## src/rtl/hv_efuse_loader_if.sv

```systemverilog
// Efuse-load handshake, efuse macro bus and register-file write port.
// The loader is the slave side; the control FSM, efuse macro and register file form the master side.
interface hv_efuse_loader_if #(
    parameter int DATA_W = 8,
    parameter int ADDR_W = 3
);
    logic              i_efuse_load_req;
    logic              o_efuse_load_done;
    logic              o_reg_efuse_vld;
    logic              o_efuse_busy;
    logic              o_efuse_csb;
    logic              o_efuse_strobe;
    logic [ADDR_W-1:0] o_efuse_addr;
    logic [DATA_W-1:0] i_efuse_rdata;
    logic              o_reg_wr_en;
    logic [ADDR_W-1:0] o_reg_addr;
    logic [DATA_W-1:0] o_reg_wdata;

    modport slave (
        input  i_efuse_load_req, i_efuse_rdata,
        output o_efuse_load_done, o_reg_efuse_vld, o_efuse_busy, o_efuse_csb,
               o_efuse_strobe, o_efuse_addr, o_reg_wr_en, o_reg_addr, o_reg_wdata
    );

    modport master (
        output i_efuse_load_req, i_efuse_rdata,
        input  o_efuse_load_done, o_reg_efuse_vld, o_efuse_busy, o_efuse_csb,
               o_efuse_strobe, o_efuse_addr, o_reg_wr_en, o_reg_addr, o_reg_wdata
    );
endinterface

```

## src/rtl/hv_efuse_loader.sv

```systemverilog
// Serial efuse reader: copies EFUSE_WORD_NUM-1 words into the HV register file,
// checks the trailing XOR checksum word and reports done/valid to the control FSM.
module hv_efuse_loader #(
    parameter int                      EFUSE_WORD_NUM = 8,
    parameter int                      EFUSE_DATA_W   = 8,
    parameter int                      EFUSE_ADDR_W   = 3,
    parameter int                      SETUP_CYC      = 2,
    parameter int                      STROBE_CYC     = 4,
    parameter logic [EFUSE_DATA_W-1:0] CHK_SEED       = 8'hA5
) (
    input  logic              i_clk,
    input  logic              i_rst,
    hv_efuse_loader_if.slave  efuse_if
);

    localparam int CNT_MAX = (SETUP_CYC > STROBE_CYC) ? SETUP_CYC : STROBE_CYC;
    localparam int CNT_W   = $clog2(CNT_MAX) + 1;
    localparam logic [EFUSE_ADDR_W-1:0] LAST_IDX = EFUSE_ADDR_W'(EFUSE_WORD_NUM - 1);

    typedef enum logic [2:0] {IDLE, SETUP, STROBE, CAPTURE, CHECK, DONE, REL} state_t;

    state_t                  state, state_nxt;
    logic [CNT_W-1:0]        cyc_cnt;
    logic [EFUSE_ADDR_W-1:0] idx;
    logic [EFUSE_DATA_W-1:0] acc;
    logic [EFUSE_DATA_W-1:0] chk_word;
    logic                    load_done, efuse_vld, busy, csb, strobe, wr_en;
    logic [EFUSE_ADDR_W-1:0] reg_addr;
    logic [EFUSE_DATA_W-1:0] reg_wdata;

    always_ff @(posedge i_clk or posedge i_rst) begin
        if (i_rst) state <= IDLE;
        else       state <= state_nxt;
    end

    // Dropping the request anywhere inside the read sequence abandons the load.
    always_comb begin
        state_nxt = state;
        case (state)
            IDLE:    if (efuse_if.i_efuse_load_req) state_nxt = SETUP;
            SETUP:   if (!efuse_if.i_efuse_load_req)                 state_nxt = IDLE;
                     else if (cyc_cnt == CNT_W'(SETUP_CYC - 1))      state_nxt = STROBE;
            STROBE:  if (!efuse_if.i_efuse_load_req)                 state_nxt = IDLE;
                     else if (cyc_cnt == CNT_W'(STROBE_CYC - 1))     state_nxt = CAPTURE;
            CAPTURE: if (!efuse_if.i_efuse_load_req)                 state_nxt = IDLE;
                     else if (idx == LAST_IDX)                       state_nxt = CHECK;
                     else                                            state_nxt = SETUP;
            CHECK:   if (!efuse_if.i_efuse_load_req)                 state_nxt = IDLE;
                     else                                            state_nxt = DONE;
            DONE:    state_nxt = REL;
            REL:     if (!efuse_if.i_efuse_load_req)                 state_nxt = IDLE;
            default: state_nxt = IDLE;
        endcase
    end

    // Outputs are decoded from the next state so they are registered yet line up with the state.
    always_ff @(posedge i_clk or posedge i_rst) begin
        if (i_rst) begin
            cyc_cnt   <= '0;
            idx       <= '0;
            acc       <= '0;
            chk_word  <= '0;
            load_done <= 1'b0;
            efuse_vld <= 1'b0;
            busy      <= 1'b0;
            csb       <= 1'b1;
            strobe    <= 1'b0;
            wr_en     <= 1'b0;
            reg_addr  <= '0;
            reg_wdata <= '0;
        end else begin
            cyc_cnt   <= (state_nxt == state && (state == SETUP || state == STROBE))
                         ? cyc_cnt + 1'b1 : '0;
            csb       <= !(state_nxt inside {SETUP, STROBE, CAPTURE});
            strobe    <= (state_nxt == STROBE);
            busy      <= (state_nxt inside {SETUP, STROBE, CAPTURE, CHECK, DONE});
            load_done <= (state_nxt == DONE);
            wr_en     <= 1'b0;

            if (state == IDLE && state_nxt == SETUP) begin
                efuse_vld <= 1'b0;
                idx       <= '0;
                acc       <= CHK_SEED;
            end
            if (state == CAPTURE && state_nxt == SETUP) begin
                wr_en     <= 1'b1;
                reg_addr  <= idx;
                reg_wdata <= efuse_if.i_efuse_rdata;
                acc       <= acc ^ efuse_if.i_efuse_rdata;
                idx       <= idx + 1'b1;
            end
            if (state == CAPTURE && state_nxt == CHECK)
                chk_word <= efuse_if.i_efuse_rdata;
            if (state == CHECK && state_nxt == DONE)
                efuse_vld <= (acc == chk_word);
        end
    end

    assign efuse_if.o_efuse_load_done = load_done;
    assign efuse_if.o_reg_efuse_vld   = efuse_vld;
    assign efuse_if.o_efuse_busy      = busy;
    assign efuse_if.o_efuse_csb       = csb;
    assign efuse_if.o_efuse_strobe    = strobe;
    assign efuse_if.o_efuse_addr      = idx;
    assign efuse_if.o_reg_wr_en       = wr_en;
    assign efuse_if.o_reg_addr        = reg_addr;
    assign efuse_if.o_reg_wdata       = reg_wdata;

endmodule

```

## src/flat_wrapper.sv

```systemverilog
// flat-port wrapper written by rule: the top's interface ports become plain ports
module hv_efuse_loader_flat 
#(
    parameter int                      EFUSE_WORD_NUM = 8,
    parameter int                      EFUSE_DATA_W   = 8,
    parameter int                      EFUSE_ADDR_W   = 3,
    parameter int                      SETUP_CYC      = 2,
    parameter int                      STROBE_CYC     = 4,
    parameter logic [EFUSE_DATA_W-1:0] CHK_SEED       = 8'hA5
)
  (i_clk, i_rst, efuse_if_i_efuse_load_req, efuse_if_i_efuse_rdata, efuse_if_o_efuse_load_done, efuse_if_o_reg_efuse_vld, efuse_if_o_efuse_busy, efuse_if_o_efuse_csb, efuse_if_o_efuse_strobe, efuse_if_o_efuse_addr, efuse_if_o_reg_wr_en, efuse_if_o_reg_addr, efuse_if_o_reg_wdata);
  hv_efuse_loader_if #(.DATA_W(8), .ADDR_W(3)) efuse_if_i ();
  input  logic i_clk;
  input  logic i_rst;
  input wire logic [$bits(efuse_if_i.i_efuse_load_req)-1:0] efuse_if_i_efuse_load_req;
  input wire logic [$bits(efuse_if_i.i_efuse_rdata)-1:0] efuse_if_i_efuse_rdata;
  output wire logic [$bits(efuse_if_i.o_efuse_load_done)-1:0] efuse_if_o_efuse_load_done;
  output wire logic [$bits(efuse_if_i.o_reg_efuse_vld)-1:0] efuse_if_o_reg_efuse_vld;
  output wire logic [$bits(efuse_if_i.o_efuse_busy)-1:0] efuse_if_o_efuse_busy;
  output wire logic [$bits(efuse_if_i.o_efuse_csb)-1:0] efuse_if_o_efuse_csb;
  output wire logic [$bits(efuse_if_i.o_efuse_strobe)-1:0] efuse_if_o_efuse_strobe;
  output wire logic [$bits(efuse_if_i.o_efuse_addr)-1:0] efuse_if_o_efuse_addr;
  output wire logic [$bits(efuse_if_i.o_reg_wr_en)-1:0] efuse_if_o_reg_wr_en;
  output wire logic [$bits(efuse_if_i.o_reg_addr)-1:0] efuse_if_o_reg_addr;
  output wire logic [$bits(efuse_if_i.o_reg_wdata)-1:0] efuse_if_o_reg_wdata;
  assign efuse_if_i.i_efuse_load_req = efuse_if_i_efuse_load_req;
  assign efuse_if_i.i_efuse_rdata = efuse_if_i_efuse_rdata;
  assign efuse_if_o_efuse_load_done = efuse_if_i.o_efuse_load_done;
  assign efuse_if_o_reg_efuse_vld = efuse_if_i.o_reg_efuse_vld;
  assign efuse_if_o_efuse_busy = efuse_if_i.o_efuse_busy;
  assign efuse_if_o_efuse_csb = efuse_if_i.o_efuse_csb;
  assign efuse_if_o_efuse_strobe = efuse_if_i.o_efuse_strobe;
  assign efuse_if_o_efuse_addr = efuse_if_i.o_efuse_addr;
  assign efuse_if_o_reg_wr_en = efuse_if_i.o_reg_wr_en;
  assign efuse_if_o_reg_addr = efuse_if_i.o_reg_addr;
  assign efuse_if_o_reg_wdata = efuse_if_i.o_reg_wdata;
  hv_efuse_loader #(.EFUSE_WORD_NUM(EFUSE_WORD_NUM), .EFUSE_DATA_W(EFUSE_DATA_W), .EFUSE_ADDR_W(EFUSE_ADDR_W), .SETUP_CYC(SETUP_CYC), .STROBE_CYC(STROBE_CYC), .CHK_SEED(CHK_SEED)) u_core (.i_clk(i_clk), .i_rst(i_rst), .efuse_if(efuse_if_i));
endmodule
```

## config.mk

```make
export PLATFORM = sky130hd
export DESIGN_NAME = hv_efuse_loader_flat
export DESIGN_NICKNAME = d
export VERILOG_FILES = /design/src/rtl/hv_efuse_loader_if.sv /design/src/rtl/hv_efuse_loader.sv /design/src/flat_wrapper.sv
export SDC_FILE = /design/constraint.sdc
export NUM_CORES = 1
export LEC_CHECK = 0
export ABC_AREA = 1
export CAP_MARGIN = 10
export CORE_ASPECT_RATIO = 1.2
export CORE_MARGIN = 3
export CORE_UTILIZATION = 52
export CTS_CLUSTER_DIAMETER = 40
export DETAILED_ROUTE_END_ITERATION = 8
export GPL_ROUTABILITY_DRIVEN = 1
export GPL_TIMING_DRIVEN = 0
export HOLD_SLACK_MARGIN = 0.02
export PLACE_DENSITY = 0.77
export SLEW_MARGIN = 20
export SYNTH_ARGS = -nofsm -noshare
export SYNTH_HDL_FRONTEND = slang
export SYNTH_SLANG_ARGS = --single-unit
```

## constraint.sdc

```tcl
create_clock -name i_clk -period 1.75 [get_ports i_clk]
set_input_delay 0.525 -clock i_clk [delete_from_list [all_inputs] [get_ports i_clk]]
set_output_delay 0.525 -clock i_clk [all_outputs]
set_load 0.05 [all_outputs]
```

==> results of run 1 <==
[cell type report]
| cell class | instances | area (µm²) | share of cell area, % |
|---|---|---|---|
| clock inverters | 1 | 30.03 | 1.255 |
| plain buffers | 6 | 41.29 | 1.726 |
| multi-input cells | 128 | 770.7 | 32.22 |
| clock buffers | 7 | 76.32 | 3.190 |
| well taps | 37 | 46.29 | 1.935 |
| inverters | 20 | 77.57 | 3.243 |
| flip-flops and latches | 42 | 1054 | 44.04 |
| repair buffers | 32 | 296.5 | 12.40 |
[registers in the layout, summed over array words and instances (netlist names)]
name / cells
u_core.acc: 8
u_core.chk_word: 8
u_core.cyc_cnt: 3
u_core.efuse_if.o_efuse_addr: 3
u_core.efuse_if.o_efuse_busy: 1
u_core.efuse_if.o_efuse_csb: 1
u_core.efuse_if.o_efuse_load_done: 1
u_core.efuse_if.o_efuse_strobe: 1
u_core.efuse_if.o_reg_addr: 3
u_core.efuse_if.o_reg_efuse_vld: 1
u_core.efuse_if.o_reg_wdata: 8
u_core.efuse_if.o_reg_wr_en: 1
u_core.state: 3
[power breakdown]
part	leakage [nW]	switching (mW)	internal [mW]
combinational	0.641	0.582	0.255
clock	0.0524	0.303	0.426
sequential	0.553	0.0575	1.09
total	1.25	0.943	1.77
[timing repair]
item | in CTS | in global routing
endpoints found under the setup margin | 22 | 22
resized for setup | 25 | 6
hold buffers | 0 | 0
buffers inserted | 0 | 2
[layer usage]
metal | part of all wire, % | global-route usage [%] | wire length [µm] | vias up
li1 | - | - | - | 708
met1 | 42 | 21.09 | 1468 | 664
met2 | 53 | 32.25 | 1837 | 22
met3 | 2.9 | 4.956 | 102 | 7
met4 | 1.7 | 6.604 | 59 | 0
met5 | 0 | 0 | 0 | -
[synth_stat cells, types with 2 or more instances]
| library cell | count | area [µm²] |
|---|---|---|
| nand2_4 | 2 | 22.52 |
| inv_1 | 16 | 60.06 |
| xnor2_1 | 2 | 17.52 |
| o21ai_0 | 7 | 35.03 |
| mux2_2 | 2 | 22.52 |
| mux2_4 | 2 | 30.03 |
| buf_4 | 2 | 15.01 |
| nand2_1 | 43 | 161.4 |
| nand3_1 | 12 | 60.06 |
| nand3_2 | 4 | 40.04 |
| buf_2 | 3 | 15.01 |
| dfrtp_1 | 41 | 1026 |
| nor2_4 | 2 | 22.52 |
| inv_2 | 4 | 15.01 |
| a21oi_1 | 5 | 25.02 |
| nor2_2 | 2 | 12.51 |
| nor3_1 | 5 | 25.02 |
| nor2_1 | 9 | 33.78 |
| o21ai_1 | 14 | 70.07 |
| xor2_1 | 5 | 43.79 |
| ha_1 | 5 | 62.56 |
[stage by stage]
stage          total power [mW]  util [%]
2_1_floorplan             1.801         -
3_3_place_gp              2.039     65.65
3_5_place_dp              2.062     66.23
4_1_cts                   2.745     68.80
5_1_grt                   2.872     69.28
6_report                  2.717     69.28
[kinds of logic (layout without fill, tap and decap cells)]
kind of cell               after synthesis  count (layout)  share of synthesized area [%]
AOI/OAI and AO/OA                       27              27                          7.328
and+or+nand+nor                         85              85                          22.96
DFF                                     42              42                          54.54
xor gates and xnor gates                 7               7                          3.178
adders and majority gates                5               5                          3.243
muxes                                    4               4                          2.724
buffers and inverters                   26              66                          6.031
[layout by cell type (no fill, tap or decap), types with 2 or more instances in the layout]
cell	count
nand2_1	43
dfrtp_1	40
dlygate4sd2_1	16
inv_1	14
o21ai_1	14
nand3_1	12
nor2_1	9
clkdlybuf4s50_1	9
o21ai_0	7
inv_2	5
nor3_1	5
a21oi_1	5
xor2_1	5
clkbuf_8	5
buf_4	4
ha_1	4
buf_2	3
nand3_2	3
nand2_4	2
nor2_4	2
nor2_2	2
mux2_4	2
mux2_2	2
xnor2_1	2
clkbuf_1	2
clkbuf_2	2
[how the worst max path moves through the flow]
stage,from,to,depth (start not counted)
CTS,u_core.efuse_if.o_efuse_addr[0]$_DFFE_PP0P_,efuse_if_o_efuse_addr[0],1
floorplan,u_core.efuse_if.o_efuse_addr[1]$_DFFE_PP0P_,u_core.chk_word[1]$_DFFE_PP0P_,5
global placement,i_rst,u_core.efuse_if.o_efuse_addr[0]$_DFFE_PP0P_,2
finish,u_core.efuse_if.o_reg_efuse_vld$_DFFE_PP0P_,efuse_if_o_reg_efuse_vld,1
global route,u_core.efuse_if.o_reg_efuse_vld$_DFFE_PP0P_,efuse_if_o_reg_efuse_vld,1
detailed placement,u_core.efuse_if.o_efuse_csb$_DFF_PP1_,efuse_if_o_efuse_csb,1
==> impl_metrics.json, run 1 <==
{
  "status": "complete, no violations",
  "rsz0062_at_grt": "no",
  "grt_pass1_vias": 1413,
  "slowest_stage": "dlygate4sd2_1",
  "maxSlewHeadroom_pct": 67.45,
  "insertedDiodeCount": 0,
  "cap_violations": 0,
  "worst-setup-path-type": "reg -> out",
  "start_util_pct": 55.87,
  "crit_family": "buffers and inverters",
  "post_dp_cell_area_um2": 2287,
  "area_growth_pct": 23.99,
  "syn_area_per_cell_um2": 9.844,
  "path_max_fanout": 2,
  "ys_ff_latch": 42,
  "whs_path_depth": 1,
  "cts_buffers": 5,
  "syn_area_um2": 1929,
  "wl_mm": 3.467,
  "r2r_cells": 9,
  "first_iter_violations": 44,
  "ys_warn_count": 0,
  "cts_sinks": 42,
  "ys_seq_area_share_pct": 54.54,
  "synth-async-reset-ratio_pct": 100.0,
  "grt_max_degree": 31,
  "crit_buf_inv": 1,
  "peakVddDrop_mv": 0.6800,
  "hold_path_end": "u_core.cyc_cnt[0]$_DFF_PP0_",
  "worstHoldStart": "u_core.cyc_cnt[0]$_DFF_PP0_",
  "coreArea_um2": 3453,
  "tightest_slew_ps": 490.2,
  "finalHoldViolCount": 0,
  "std_cell_rows": 23,
  "total_leakage_power_nw": 1.247,
  "rr_endpoint": "u_core.cyc_cnt[1]$_DFF_PP0_",
  "final_nets": 251,
  "finalWeightedCongestion": 0.7710,
  "whs_ps": 472.6,
  "vias": 1401,
  "antenna_found_initial": 0,
  "grt_overflow_total": 0,
  "crit_path_end_kind": "output pin",
  "worst_setup_path_start_kind": "flop",
  "dr.pass1.iters": 4,
  "place_ws_ps": -54.92,
  "synth_edf_count": 0,
  "cts_buffer_depth": 2,
  "htreeDepth": 2,
  "fp.dieW_um": 61.61,
  "io_pins": 31,
  "power_density_nw_per_um2": 1136,
  "ff2ff_setup_slack_ps": 150,
  "ant_nets": 0,
  "syn_nets": 212,
  "clk_latency_ps": 290,
  "synth_ff_type": "dfrtp_1",
  "crit_required_ps": 1220,
  "arrival_ps": 1190,
  "yosysUniqueCellTypes": 30,
  "period_needed_ps": 1711,
  "dieHeight_um": 72.73,
  "reg2reg_from": "u_core.efuse_if.o_efuse_addr[0]$_DFFE_PP0P_",
  "viasPerCell": 5.132,
  "layoutNonFillerInstCount": 273,
  "die-area_um2": 4480,
  "drive_gt1_share_pct": 19.92,
  "max_freq_ghz": 0.5845,
  "grt_pass1_wl_mm": 6.099,
  "placedCellCount": 263,
  "clockRootBuffer": "clkbuf_8",
  "clk_pin_slew_ps": 70,
  "fin_skew_ps": 3.924,
  "slew_violations": 0,
  "fillCellCount": 286,
  "syn-instance-count": 196,
  "fin_crit_sh_pct": 97.76,
  "setup_tns_ps": 0,
  "track_usage_pct": 18.47,
  "final_cell_area_um2": 2392,
  "slowest_delay_ps": 530,
  "cts_tree": "done",
  "port_buffers": 29,
  "drc": 0,
  "dp_hpwl_mm": 2.571,
  "worstHoldPathType": "reg -> reg",
  "crit_chain": "dlygate4sd2_1",
  "setup_viol": 0,
  "wl_per_cell_um": 12.70,
  "worst_slack_ps": 39.22
}
Power figures use the tool's default switching activity.
==> run 2: changes to the inputs <==
--- a/config.mk
+++ b/config.mk
@@ -16,6 +16,7 @@
 export GPL_TIMING_DRIVEN = 0
 export HOLD_SLACK_MARGIN = 0.02
 export PLACE_DENSITY = 0.77
+export REMOVE_ABC_BUFFERS = 1
 export SLEW_MARGIN = 20
 export SYNTH_ARGS = -nofsm -noshare
 export SYNTH_HDL_FRONTEND = slang
==> impl_metrics.json, run 2 (synthesis gave the netlist of run 1 again) <==
{
  "status": "complete, no violations",
  "tightest_slew_ps": 505.3,
  "period_needed_ps": 1709,
  "die-area_um2": 4480,
  "setup_viol": 0,
  "clk_latency_ps": 290,
  "drive_gt1_share_pct": 20.00,
  "worst-setup-path-type": "reg -> out",
  "io_pins": 31,
  "rsz0062_at_grt": "yes",
  "worst_setup_path_start_kind": "flop",
  "crit_family": "buffers and inverters",
  "antenna_found_initial": 0,
  "final_nets": 250,
  "finalHoldViolCount": 0,
  "wl_met2_mm": 2.219,
  "finalWeightedCongestion": 0.7738,
  "slowest_delay_ps": 540,
  "wl_mm": 3.901,
  "grt_max_degree": 31,
  "htreeDepth": 2,
  "maxSlewHeadroom_pct": 66.44,
  "layout_commonest_cell": "nand2_1",
  "clk_pin_slew_ps": 70,
  "crit_chain": "dlygate4sd2_1",
  "final_cell_mix": "nand2_1, dfrtp_1, dlygate4sd2_1, o21ai_1, inv_1",
  "grt_pass1_wl_mm": 6.410,
  "place_ws_ps": -792.7,
  "fin_crit_sh_pct": 97.63,
  "viasPerCell": 5.390,
  "total_leakage_power_nw": 1.237,
  "port_buffers": 30,
  "ant_nets": 0,
  "met3_length_um": 138,
  "fin_skew_ps": 7.670,
  "area_growth_pct": 24.25,
  "insertedDiodeCount": 0,
  "fp.dieW_um": 61.61,
  "wl_per_cell_um": 14.34,
  "slew_violations": 0,
  "track_usage_pct": 19.61,
  "layoutNonFillerInstCount": 272,
  "power_density_nw_per_um2": 1137,
  "dieHeight_um": 72.73,
  "wl_met1_mm": 1.488,
  "setup_tns_ps": 0,
  "crit_buf_inv": 1,
  "path_max_fanout": 2,
  "arrival_ps": 1180,
  "utilization_pct": 69.42,
  "grt_pass1_vias": 1416,
  "std_cell_rows": 23,
  "grt_overflow_total": 0,
  "crit_required_ps": 1220,
  "worstHoldPathType": "reg -> reg",
  "worst_slack_ps": 41.46,
  "drc": 0,
  "max_freq_ghz": 0.5853,
  "coreArea_um2": 3453,
  "first_iter_violations": 39,
  "clockRootBuffer": "clkbuf_8",
  "cts_tree": "done",
  "placedCellCount": 258,
  "final_cell_area_um2": 2397,
  "hold_buffers": 0,
  "vias": 1466,
  "crit_path_end_kind": "output pin",
  "post_dp_cell_area_um2": 2255,
  "peakVddDrop_mv": 0.9141,
  "dp_hpwl_mm": 2.779,
  "cts_buffer_depth": 2,
  "cts_buffers": 5,
  "slowest_stage": "dlygate4sd2_1",
  "start_util_pct": 55.87,
  "cap_violations": 0,
  "dr.pass1.iters": 4,
  "cts_sinks": 42,
  "maxUsedRoutingLayer": "met4"
}
==> run 2: changes by cell type in the layout (fill, tap and decap cells not counted), sizes merged <==
cell           previous run  this run
clkdlybuf4s15             2         4
buf                       9         6
nand3                    16        17
dlygate4sd2              16        15
==> run 2: final timing paths <==
kind                                                                to  slack, ps                                         from  depth (start not counted)
setup / recovery                               efuse_if_o_reg_wdata[1]         40   u_core.efuse_if.o_reg_wdata[1]$_DFFE_PP0P_                          1
hold / removal                             u_core.cyc_cnt[0]$_DFF_PP0_        460                  u_core.cyc_cnt[0]$_DFF_PP0_                          1
setup reg to reg              u_core.efuse_if.o_efuse_strobe$_DFF_PP0_        100  u_core.efuse_if.o_efuse_addr[0]$_DFFE_PP0P_                          7
hold reg to reg                            u_core.cyc_cnt[0]$_DFF_PP0_        460                  u_core.cyc_cnt[0]$_DFF_PP0_                          1
max in group asynchronous  u_core.efuse_if.o_efuse_addr[2]$_DFFE_PP0P_        820                                        i_rst                          3
min in group asynchronous                    u_core.state[1]$_DFF_PP0_        490                                        i_rst                          2
==> run 2: worst reg2reg max path: stages, from the launching register on <==
cell	delay, ps
dfrtp_1	430
ha_1	230
ha_1	230
nand3_2	250
nand2_1	90
inv_1	80
nand2_1	90
nor3b_2	180
==> run 2: layout make-up <==
cell class,instances,area [µm²]
inverters,20,80.08
clock inverters,1,30.03
well taps,37,46.29
fillers,273,1056
multi-input cells,129,778.2
flip-flops and latches,42,1054
repair buffers,36,332.8
clock buffers,7,76.32
==> run 2: metrics by stage <==
step           power [mW]  hold slack [ps]
2_1_floorplan       1.778            435.4
5_1_grt             2.865            493.3
6_report            2.725            464.3
3_3_place_gp        2.013            447.2
3_5_place_dp        2.056            458.4
4_1_cts             2.745            467.8
==> run 2: routing by layer <==
metal | GRT usage (%) | vias to the layer above
met1 | 22.44 | 712
met4 | 5.660 | 0
li1 | - | 714
met3 | 4.779 | 9
met2 | 35.16 | 31
met5 | 0 | -
==> run 2: power by group <==
| group | switching [mW] | internal, mW | total [mW] |
|---|---|---|---|
| Combinational | 0.549 | 0.246 | 0.795 |
| Clock | 0.307 | 0.427 | 0.734 |
| Sequential | 0.103 | 1.09 | 1.20 |
| Total | 0.959 | 1.77 | 2.73 |
==> run 2: what timing repair did <==
action / in CTS / in global routing
hold endpoints to repair: 0 / 0
gates cloned: 1 / 0
setup endpoints to repair: 53 / 24
resized for setup: 29 / 9
buffers inserted: 3 / 2
pin swaps: 1 / 0
